==> config.mk <==
export PLATFORM = sky130hd
export DESIGN_NAME = mux_scan_ctrl
export DESIGN_NICKNAME = d
export VERILOG_FILES = /design/src/rtl/mux_scan_ctrl.sv
export SDC_FILE = /design/constraint.sdc
export NUM_CORES = 1
export LEC_CHECK = 0
export BUFFER_PORTS_ARGS = -buffer_cell sky130_fd_sc_hd__buf_2
export CAP_MARGIN = 15
export CORE_UTILIZATION = 36
export DETAILED_ROUTE_END_ITERATION = 6
export PLACE_DENSITY = 0.53
export SLEW_MARGIN = 20
export SYNTH_ARGS = -nofsm -noshare
export SYNTH_HDL_FRONTEND = slang
export SYNTH_SLANG_ARGS = --single-unit
==> constraint.sdc <==
create_clock -name clk -period 6.6 [get_ports clk]
set_input_delay 0.66 -clock clk [delete_from_list [all_inputs] [get_ports clk]]
set_output_delay 0.66 -clock clk [all_outputs]
set_load 0.01 [all_outputs]
==> src/rtl/mux_scan_ctrl.sv <==
// Scan controller for a 16:1 selector: walks the enabled channels in ascending order, waits a
// settle time per channel, and captures one bit each. MUX_SCAN_CONT_EN restarts after handshake.
module mux_scan_ctrl #(
  parameter int unsigned SETTLE = 2
) (
  input  logic        clk,
  input  logic        rst_n,
  input  logic        start,
  input  logic [15:0] mask,
  input  logic        mux_out,
  input  logic        ready,
  output logic [3:0]  sel,
  output logic [15:0] data,
  output logic        valid,
  output logic        busy
);

  typedef enum logic [1:0] {StIdle, StSettle, StSample, StDone} state_e;

`ifdef MUX_SCAN_CONT_EN
  localparam bit ContEn = 1'b1;
`else
  localparam bit ContEn = 1'b0;
`endif

  localparam logic [3:0] SettleLast = (SETTLE == 0) ? 4'd0 : 4'(SETTLE - 1);

  state_e      state_q;
  logic [3:0]  sel_q;
  logic [3:0]  cnt_q;
  logic [15:0] data_q;
  logic [15:0] mask_q;
  logic        valid_q;
  logic        busy_q;

  // {found, index} of the lowest set bit of m at or above position from.
  function automatic logic [4:0] first_from(input logic [15:0] m, input logic [4:0] from);
    logic [4:0] r;
    r = '0;
    for (int i = 15; i >= 0; i--) begin
      if (m[i] && (5'(i) >= from)) r = {1'b1, 4'(i)};
    end
    return r;
  endfunction

  logic        launch;
  logic [15:0] launch_mask;
  logic [4:0]  launch_ch;
  logic [4:0]  next_ch;
  state_e      chan_st;

  always_comb begin
    launch_mask = (state_q == StIdle) ? mask : mask_q;
    launch      = ((state_q == StIdle) && start) || (ContEn && (state_q == StDone) && ready);
    launch_ch   = first_from(launch_mask, 5'd0);
    next_ch     = first_from(mask_q, {1'b0, sel_q} + 5'd1);
    if (SETTLE == 0) begin
      chan_st = StSample;
    end else begin
      chan_st = StSettle;
    end
  end

  always_ff @(posedge clk or negedge rst_n) begin
    if (!rst_n) begin
      state_q <= StIdle;
      sel_q   <= '0;
      cnt_q   <= '0;
      data_q  <= '0;
      mask_q  <= '0;
      valid_q <= 1'b0;
      busy_q  <= 1'b0;
    end else if (launch) begin
      mask_q <= launch_mask;
      data_q <= '0;
      cnt_q  <= '0;
      busy_q <= 1'b1;
      if (launch_ch[4]) begin
        sel_q   <= launch_ch[3:0];
        state_q <= chan_st;
        valid_q <= 1'b0;
      end else begin
        // Empty mask: the result is an all-zero word available immediately.
        sel_q   <= '0;
        state_q <= StDone;
        valid_q <= 1'b1;
      end
    end else begin
      unique case (state_q)
        StIdle: ;
        StSettle: begin
          if (cnt_q == SettleLast) begin
            cnt_q   <= '0;
            state_q <= StSample;
          end else begin
            cnt_q <= cnt_q + 4'd1;
          end
        end
        StSample: begin
          data_q[sel_q] <= mux_out;
          if (next_ch[4]) begin
            sel_q   <= next_ch[3:0];
            state_q <= chan_st;
          end else begin
            state_q <= StDone;
            valid_q <= 1'b1;
          end
        end
        StDone: begin
          if (ready) begin
            state_q <= StIdle;
            valid_q <= 1'b0;
            busy_q  <= 1'b0;
          end
        end
        default: state_q <= StIdle;
      endcase
    end
  end

  assign sel   = sel_q;
  assign data  = data_q;
  assign valid = valid_q;
  assign busy  = busy_q;

endmodule

=== Yosys cells after proc, flatten, opt, wreduce, memory -nomap -nowiden ===
Index checks and enable logic that the tools add are counted.

* Flip-flop bits (word level): 44
* Logic and storage cells: 122
* Output and inout bits: 22

* $lt $le $gt $ge: 18
* Multiplexer cells: 58
* Add/sub/neg operators: 2
* Reduce and logical (&&, ||, !) cells: 30
* Eq/ne operators: 7

{| class="wikitable"
|+ Operator list
! operator !! number
|-
| 5-bit 2-to-1 mux || 32
|-
| 16-bit 2-to-1 mux || 3
|-
| 4-bit by 5-bit >= comparator with 1-bit output, first input constant || 8
|-
| 4-bit 2-to-1 mux || 7
|-
| 3-bit by 5-bit >= comparator with 1-bit output, first input constant || 4
|-
| 1-bit logical AND || 18
|-
| 16-bit bitwise mux || 1
|-
| 1-bit by 5-bit >= comparator with 1-bit output, first input constant || 2
|-
| 2-bit by 5-bit >= comparator with 1-bit output, first input constant || 2
|-
| 2-bit 2-to-1 mux || 5
|-
| 2-bit nonzero test || 5
|-
| 3-bit != test, second input constant || 3
|-
| 1-bit 2-to-1 mux || 7
|-
| 2-bit one-hot mux with 3 select lines || 1
|-
| 3-bit AND reduction || 2
|-
| 4-bit by 1-bit adder with 5-bit output, second input constant || 1
|-
| 4-bit by 5-bit < comparator with 1-bit output, second input constant || 1
|-
| 4-bit by 1-bit adder with 4-bit output, second input constant || 1
|-
| 1-bit demux with 4-bit select || 1
|-
| 2-bit == test, second input constant || 2
|-
| 4-bit by 1-bit == test with 1-bit output, second input constant || 1
|-
| 4-bit by 1-bit >= comparator with 1-bit output, second input constant || 1
|-
| 2-bit AND reduction || 2
|-
| 4-bit nonzero test || 1
|-
| other kinds (4) || 4
|}

=== Depth between registers and ports, before layout ===
Gate-level depths: netlist of run 1.

* Depth in word-level cells: 22
* Mapped depth: 11
* Mapped depth without buffers: 10

=== Worst setup path after synthesis of run 1 ===
No wires, ideal clock.

* Path kind: register to register
* Start point: reg sel_q[0] (netlist: sel[0])
* End point: reg sel_q[3] (netlist: sel[3])
* Buffers on the path: 2
* Slack: 3.794 ns
* Cell stages (with the launch flop): 12
* Required time: 6.481 ns
* Data arrival time: 2.688 ns
* Library setup time: 0.119 ns
* Path through: dfrtp_1 -> buf_4 -> inv_2 -> ha_1 -> buf_2 -> o21ai_0 -> a32oi_2 -> nand4_1 -> or2_1 -> or3_4 -> o211a_4 -> o21a_1

* Longest elaborated chain between the ends: 22
* Elaborated cells between the ends (all ways): 54

{| class="wikitable"
|+ RTL lines
! element !! line !! source
|-
| from (decl) || 29 || <nowiki>logic [3:0] sel_q;</nowiki>
|-
| from (signal assigned) || 79 || <nowiki>sel_q <= launch_ch[3:0];</nowiki>
|-
| from (signal assigned) || 102 || <nowiki>sel_q <= next_ch[3:0];</nowiki>
|-
| 4-bit by 1-bit adder with 5-bit output * || 56 || <nowiki>next_ch = first_from(mask_q, {1'b0, sel_q} + 5'd1);</nowiki>
|-
| 4-bit by 5-bit >= comparator with 1-bit output || 41 || <nowiki>if (m[i] && (5'(i) >= from)) r = {1'b1, 4'(i)};</nowiki>
|-
| 1-bit logical AND || 41 ||
|-
| 5-bit 2-to-1 mux (15 in series) || 41 ||
|-
| 5-bit 2-to-1 mux * || 41 ||
|-
| 4-bit 2-to-1 mux || 101 || <nowiki>if (next_ch[4]) begin</nowiki>
|-
| 4-bit 2-to-1 mux || 89 || <nowiki>unique case (state_q)</nowiki>
|-
| 4-bit 2-to-1 mux || 73 || <nowiki>end else if (launch) begin</nowiki>
|}

Every way passes the cells marked *; elsewhere a longest branch is shown, timed or not. The select of a mux whose other input is x is not followed.
A chain may end at the register's enable or synchronous reset.

=== Final worst setup path of run 1 ===
* Start point: reg sel_q[0] (netlist: sel[0])
* End point: reg sel_q[2] (netlist: sel[2])

The elaborated chain is that of the path after synthesis.

==> impl_metrics.yaml, run 1 <==
grt:
  grt-ovfl-total: 0
  grt_pass1_wl_um: 14100
  antenna_found_initial: 0
  grt_usage_pct: 20.4
  grt_pass1_vias: 2707
  grt_max_degree: 45
synth:
  yosysSeqAreaShare_pct: 35.7
  synthCells: 361
  yosys.area.top_type: "dfrtp_1"
  syn-num-nets: 389
  ys_warn_count: 0
  synth_top_area_share_pct: 35.7
  synth_edf_count: 0
  synth_flop_cell: "dfrtp_1"
  avgSynthCellArea_sq_um: 8.54
  async_reset_ff_share_pct: 100
  syn_area_sq_um: 3080
  synth.distinct_cells: 68
  ys_ff_latch: 44
  synthTopCellsByArea: "dfrtp_1 (36%), o21ai_0 (5.2%), mux2_2 (5.1%)"
pwr:
  clockPowerShare_pct: 13.3
  p_leak_nw: 1.47
  p_int_w: 0.000974
  switching_share_pct: 47.4
  p_sw_w: 0.000877
  combPwrFrac_pct: 55.5
  power_density_nw_per_um2: 537
  sequentialPowerShare_pct: 31.1
  ir_drop_mv: 0.198
floorplanning:
  fp.dieH_um: 94.5
  start_util_pct: 37.3
  row_count: 33
  die-area_sq_um: 8940
  io-pin-count: 43
  die_w_um: 94.5
  fp.coreArea_sq_um: 8260
route:
  vias: 2791
  wl_per_cell_um: 17.0
  wirelength_um: 8400
  first_pass_iters: 4
  postRouteAntennaNets: 0
  via_per_inst: 5.65
  drc: 0
  first_iter_violations: 157
sta:
  fin_crit_sh_pct: 52.8
  maxSlewHeadroom_pct: 40.3
  fin_ws_ns: 3.12
  finalHoldViolations: 0
  finalSetupViolations: 0
  rsz0062_at_grt: "false"
  timing.fmax_mhz: 287
  tns_ns: 0
  final.min_clock_period_ns: 3.48
  hold_ws_ns: 0.352
  slew_violations: 0
  worst_pin_slew_ns: 0.895
  skew_ns: 0.00647
final_layout:
  fin_nets: 417
  final_common_cell: "dfrtp_1"
  layout_common_cells: "dfrtp_1 (44), buf_2 (41), nand2_1 (37)"
  antenna_cells: 0
  syn_to_final_growth_pct: 11.8
  n_fill_cell: 870
  drive_above_1_share_pct: 20.1
  postLayoutCellArea_sq_um: 3450
critical_path:
  cp_data_required_time_ns: 6.79
  cp_max_fo: 21
  cp-end-kind: "register"
  crit_path_start_kind: "register"
  worst_ep_arrival_time_ns: 3.68
  crit_start: "sel[0]"
  path_class: "reg -> reg"
  r2r_start: "sel[0]"
clocking:
  insertion_delay_ns: 0.30
  cts_max_level: 2
  clkTransAtPathRegs_ns: 0.09
  cts_resized: 0
  cts_sinks: 44
  tritoncts: "built"
  ctsHoldBuffers: 0
  cts_buffers: 5
  post_cts_buffers: 0
  clk_root_buffer_cell: "clkbuf_8"
  clock_path_buffers: 2
outcome:
  status: "completed"
place:
  place.gp.congestion: 0.803
  io_buffers: 42
  place_ws_ns: 3.19
  placed_area_sq_um: 3310
  dpl.hpwl_um: 6040
worst_hold_path:
  hold_class: "in -> async"
run:
  cap_viol_max_count: 0
[layer usage]
| layer | up-vias | routed length (um) | global-route usage [%] |
|---|---|---|---|
| met1 | 1361 | 4090 | 28.6 |
| met5 | - | 0 | 0 |
| met3 | 10 | 264 | 3.22 |
| met4 | 0 | 153 | 7.20 |
| met2 | 46 | 3890 | 31.8 |
| li1 | 1374 | - | - |
[cell type report]
class,count,area (sq um),share of cell area [%]
Multi-Input combinational cell,282,1810,52.6
Timing Repair Buffer,44,228,6.61
Clock buffer,5,68.8,2.00
Sequential cell,44,1100,32.0
Tap cell,105,131,3.81
Clock inverter,2,60.1,1.74
Inverter,12,45.0,1.31
[power groups by stage]
stage               clock network, W  logic [W]  registers [W]
CTS                         0.000253    0.00103       0.000576
global route                0.000262    0.00115       0.000600
global placement                   0    0.00102       0.000579
floorplan                          0   0.000815       0.000511
detailed placement                 0    0.00102       0.000581
finish                      0.000247    0.00103       0.000576
[worst paths after layout]
path,end,slack [ns],depth (start not counted)
hold / removal,data[14],0.35,1
setup / recovery,sel[2],3.12,9
hold reg to reg,busy,0.52,2
setup reg to reg,sel[2],3.12,9
max in group asynchronous,mask_q[1],5.83,1
min in group clk,busy,0.52,2
[Yosys cell counts (3+ instances only)]
cell       count
and2_1         3
buf_6          3
dfrtp_1       44
clkbuf_1       9
nand2b_1       8
o2111ai_1      3
nor2_1        28
a21o_1         3
o31ai_1        4
nor2b_1        7
or4_1          5
nand4_1        7
nor3_1        10
nand2_1       37
o21a_1         7
nor4_1         4
a211oi_1       4
ha_1           7
mux2i_1        6
a21boi_0       3
a21oi_1       28
nand3_1        9
o21ai_1        4
mux2_2        14
buf_2          7
inv_1         11
o21ai_0       32
[critical path, cell delays in order (launching register included)]
cell	delay, ns
dfrtp_1	0.72
ha_1	0.73
nand2b_1	0.26
o21ai_0	0.13
a32oi_2	0.31
nand4_1	0.14
or2_1	0.26
or3_4	0.38
o211a_4	0.26
o32a_1	0.16
[cell families after synthesis]
logic type / share of synthesized area, %
multiplexers: 7.06
buffers and inverters: 5.52
flip-flops: 35.7
AO/OA/AOI/OAI: 25.1
adder cells (fa/ha/maj): 2.84
AND/OR/NAND/NOR: 22.9
XOR/XNOR: 0.852
[per-stage QoR]
| stage | total power [W] | utilization (%) | instances |
|---|---|---|---|
| after floorplan | 0.00133 | - | 361 |
| after global placement | 0.00160 | 40.1 | 487 |
| after detailed placement | 0.00160 | 40.1 | 487 |
| after CTS | 0.00186 | 41.7 | 494 |
| after global routing | 0.00202 | 41.7 | 494 |
| final | 0.00185 | 41.7 | 494 |
[flip-flops by register name, indices dropped and copies added (netlist names)]
signal and flops:
state_q 2, data 16, mask_q 16, valid 1
cnt_q 4, busy 1, sel 4
(Power assumes the default switching activity.)
==> inputs of run 2 (changes only) <==
--- a/config.mk
+++ b/config.mk
@@ -5,6 +5,7 @@
 export SDC_FILE = /design/constraint.sdc
 export NUM_CORES = 1
 export LEC_CHECK = 0
+export ABC_AREA = 1
 export BUFFER_PORTS_ARGS = -buffer_cell sky130_fd_sc_hd__buf_2
 export CAP_MARGIN = 15
 export CORE_UTILIZATION = 36
==> constraint.sdc (replaced) <==
create_clock -name clk -period 3.3 [get_ports clk]
set_input_delay 0.33 -clock clk [delete_from_list [all_inputs] [get_ports clk]]
set_output_delay 0.33 -clock clk [all_outputs]
set_load 0.01 [all_outputs]
==> run 2 against run 1 <==
- clock skew increased by 0.0014 ns
- via count decreased by 1.8%
- setup slack got worse by 2.6 ns
- sequential share of layout area increased by 0.55 points
- non-clock buffer count increased by 2
- largest cell class unchanged
==> impl_metrics.yaml, run 2 <==
synth:
  yosysSeqAreaShare_pct: 37.1
  synth.distinct_cells: 44
  synth_flop_cell: "dfrtp_1"
  async_reset_ff_share_pct: 100
  avgSynthCellArea_sq_um: 7.17
  synthCells: 414
  synth_top_area_share_pct: 37.1
  synthTopCellsByArea: "dfrtp_1 (37%), nand2_1 (15%), o21ai_0 (6.1%)"
  syn-num-nets: 442
  ys_ff_latch: 44
  synth_common_cells: "nand2_1 (116), dfrtp_1 (44), inv_1 (44)"
  synth_edf_count: 0
  post-synth-top-count-cell: "nand2_1"
  ys_warn_count: 0
  syn_area_sq_um: 2970
  yosys.area.top_type: "dfrtp_1"
final_layout:
  drive_above_1_share_pct: 19.7
  syn_to_final_growth_pct: 14.2
  multi_input_area_sq_um: 1590
  area.sequential_sq_um: 1100
  fin_nets: 485
  antenna_cells: 0
  n_fill_cell: 840
  layout_common_cells: "nand2_1 (116), inv_1 (44), dfrtp_1 (44)"
  final_common_cell: "nand2_1"
sta:
  skew_ns: 0.00791
  timing.fmax_mhz: 361
  final.min_clock_period_ns: 2.77
  fin_crit_sh_pct: 83.9
  slew_violations: 0
  finalSetupViolations: 0
  worst_pin_slew_ns: 0.586
  tns_ns: 0
  rsz0062_at_grt: "false"
  finalHoldViolations: 0
  fin_ws_ns: 0.531
  maxSlewHeadroom_pct: 61.0
grt:
  grt_pass1_vias: 2547
  grt-ovfl-total: 0
  grt_max_degree: 45
  grt_usage_pct: 19.0
  grt_pass1_wl_um: 12800
  antenna_found_initial: 0
pwr:
  combPwrFrac_pct: 60.0
  p_sw_w: 0.00187
  p_leak_nw: 1.76
  sequentialPowerShare_pct: 27.6
  clockPowerShare_pct: 12.4
  total_power_w: 0.00365
  p_int_w: 0.00178
  ir_drop_mv: 0.380
  power_density_nw_per_um2: 1080
  switching_share_pct: 51.3
clocking:
  cts_resized: 0
  clkTransAtPathRegs_ns: 0.09
  post_cts_buffers: 0
  cts_max_level: 2
  clk_root_buffer_cell: "clkbuf_8"
  tritoncts: "built"
  cts_buffers: 5
  clock_path_buffers: 2
  insertion_delay_ns: 0.30
  ctsHoldBuffers: 0
  cts_sinks: 44
critical_path:
  path_class: "reg -> reg"
  cp_data_required_time_ns: 3.50
  cp-end-kind: "register"
  crit_path_start_kind: "register"
  cp_max_fo: 13
  worst_ep_arrival_time_ns: 2.97
route:
  via_per_inst: 4.90
  postRouteAntennaNets: 0
  vias: 2742
  first_iter_violations: 175
  wl_per_cell_um: 13.5
  first_pass_iters: 4
  drc: 0
  wirelength_um: 7570
place:
  place_ws_ns: 0.581
  dpl.hpwl_um: 5760
  io_buffers: 42
  place.gp.congestion: 0.903
floorplanning:
  row_count: 32
  fp.coreArea_sq_um: 7850
  fp.dieH_um: 92.8
  die-area_sq_um: 8610
  start_util_pct: 37.8
  die_w_um: 92.8
  io-pin-count: 43
outcome:
  status: "completed"
run:
  cap_viol_max_count: 0
worst_hold_path:
  hold_class: "in -> async"
run 2: worst max-delay path, stage by stage (launching register included):
cell and delay (ns):
dfrtp_1 0.63, inv_1 0.17, ha_1 0.33, inv_1 0.11, nor2_4 0.18, nand2_2 0.08
nand2_1 0.06, nand3_1 0.07, nand2_1 0.10, nand2_2 0.09, nor2_4 0.09, inv_2 0.05
nor3_4 0.23, nand4_1 0.14, nand2_2 0.12, inv_2 0.06, o21ai_1 0.07, o21ai_1 0.08
run 2: per-stage QoR:
step | utilization, % | hold WS, ns | instance area [sq um] | instances
CTS | 43.1 | 0.246 | 3380 | 560
global route | 43.2 | 0.0679 | 3390 | 560
floorplan | - | 0.0344 | 2970 | 414
detailed placement | 41.6 | 0.467 | 3260 | 552
global placement | 41.6 | 0.467 | 3260 | 552
finish | 43.2 | 0.00963 | 3390 | 560
run 2: power groups by stage:
| stage | clock (W) | sequential [W] | combinational, W |
|---|---|---|---|
| after floorplan | 0 | 0.000973 | 0.00169 |
| after global placement | 0 | 0.00102 | 0.00216 |
| after detailed placement | 0 | 0.00102 | 0.00218 |
| after CTS | 0.000462 | 0.00101 | 0.00219 |
| after global routing | 0.000487 | 0.00105 | 0.00250 |
| final | 0.000452 | 0.00101 | 0.00219 |
run 2: metal layers:
layer | vias to the layer above | track usage (%) | part of all wire [%] | wire length [um]
met3 | 9 | 3.94 | 3.9 | 299
met1 | 1248 | 27.5 | 52 | 3900
li1 | 1427 | - | - | -
met2 | 58 | 28.2 | 43 | 3270
met4 | 0 | 5.90 | 1.3 | 96
met5 | - | 0 | 0 | 0
run 2: worst paths after layout:
kind                            from    endpoint  slack (ns)  cells past startpoint
min in group clk               ready  state_q[1]        0.34                      4
max reg2reg                   sel[0]      sel[3]        0.53                     17
min                            rst_n     data[2]        0.01                      1
max in group asynchronous      rst_n  mask_q[10]        2.88                      1
max                           sel[0]      sel[3]        0.53                     17
min reg2reg                mask_q[7]   mask_q[7]        0.49                      2
run 2: kinds of logic (layout without fill, tap and decap cells):
logic type	after synthesis	count (layout)	share of synthesized area (%)
AOI/OAI and AO/OA	73	73	13.5
xor gates and xnor gates	2	2	0.591
adders and majority gates	7	7	2.95
buffers and inverters	64	108	9.24
DFF	44	44	37.1
muxes	7	7	2.36
and+or+nand+nor	217	217	34.3
run 2: layout make-up:
type,count,share of cell area (%)
timing repair buffer,46,7.17
inverter,54,5.98
sequential,44,32.5
clock inverter,2,1.15
tap,102,3.77
clock buffer,6,2.44
multi-input combinational,306,47.0
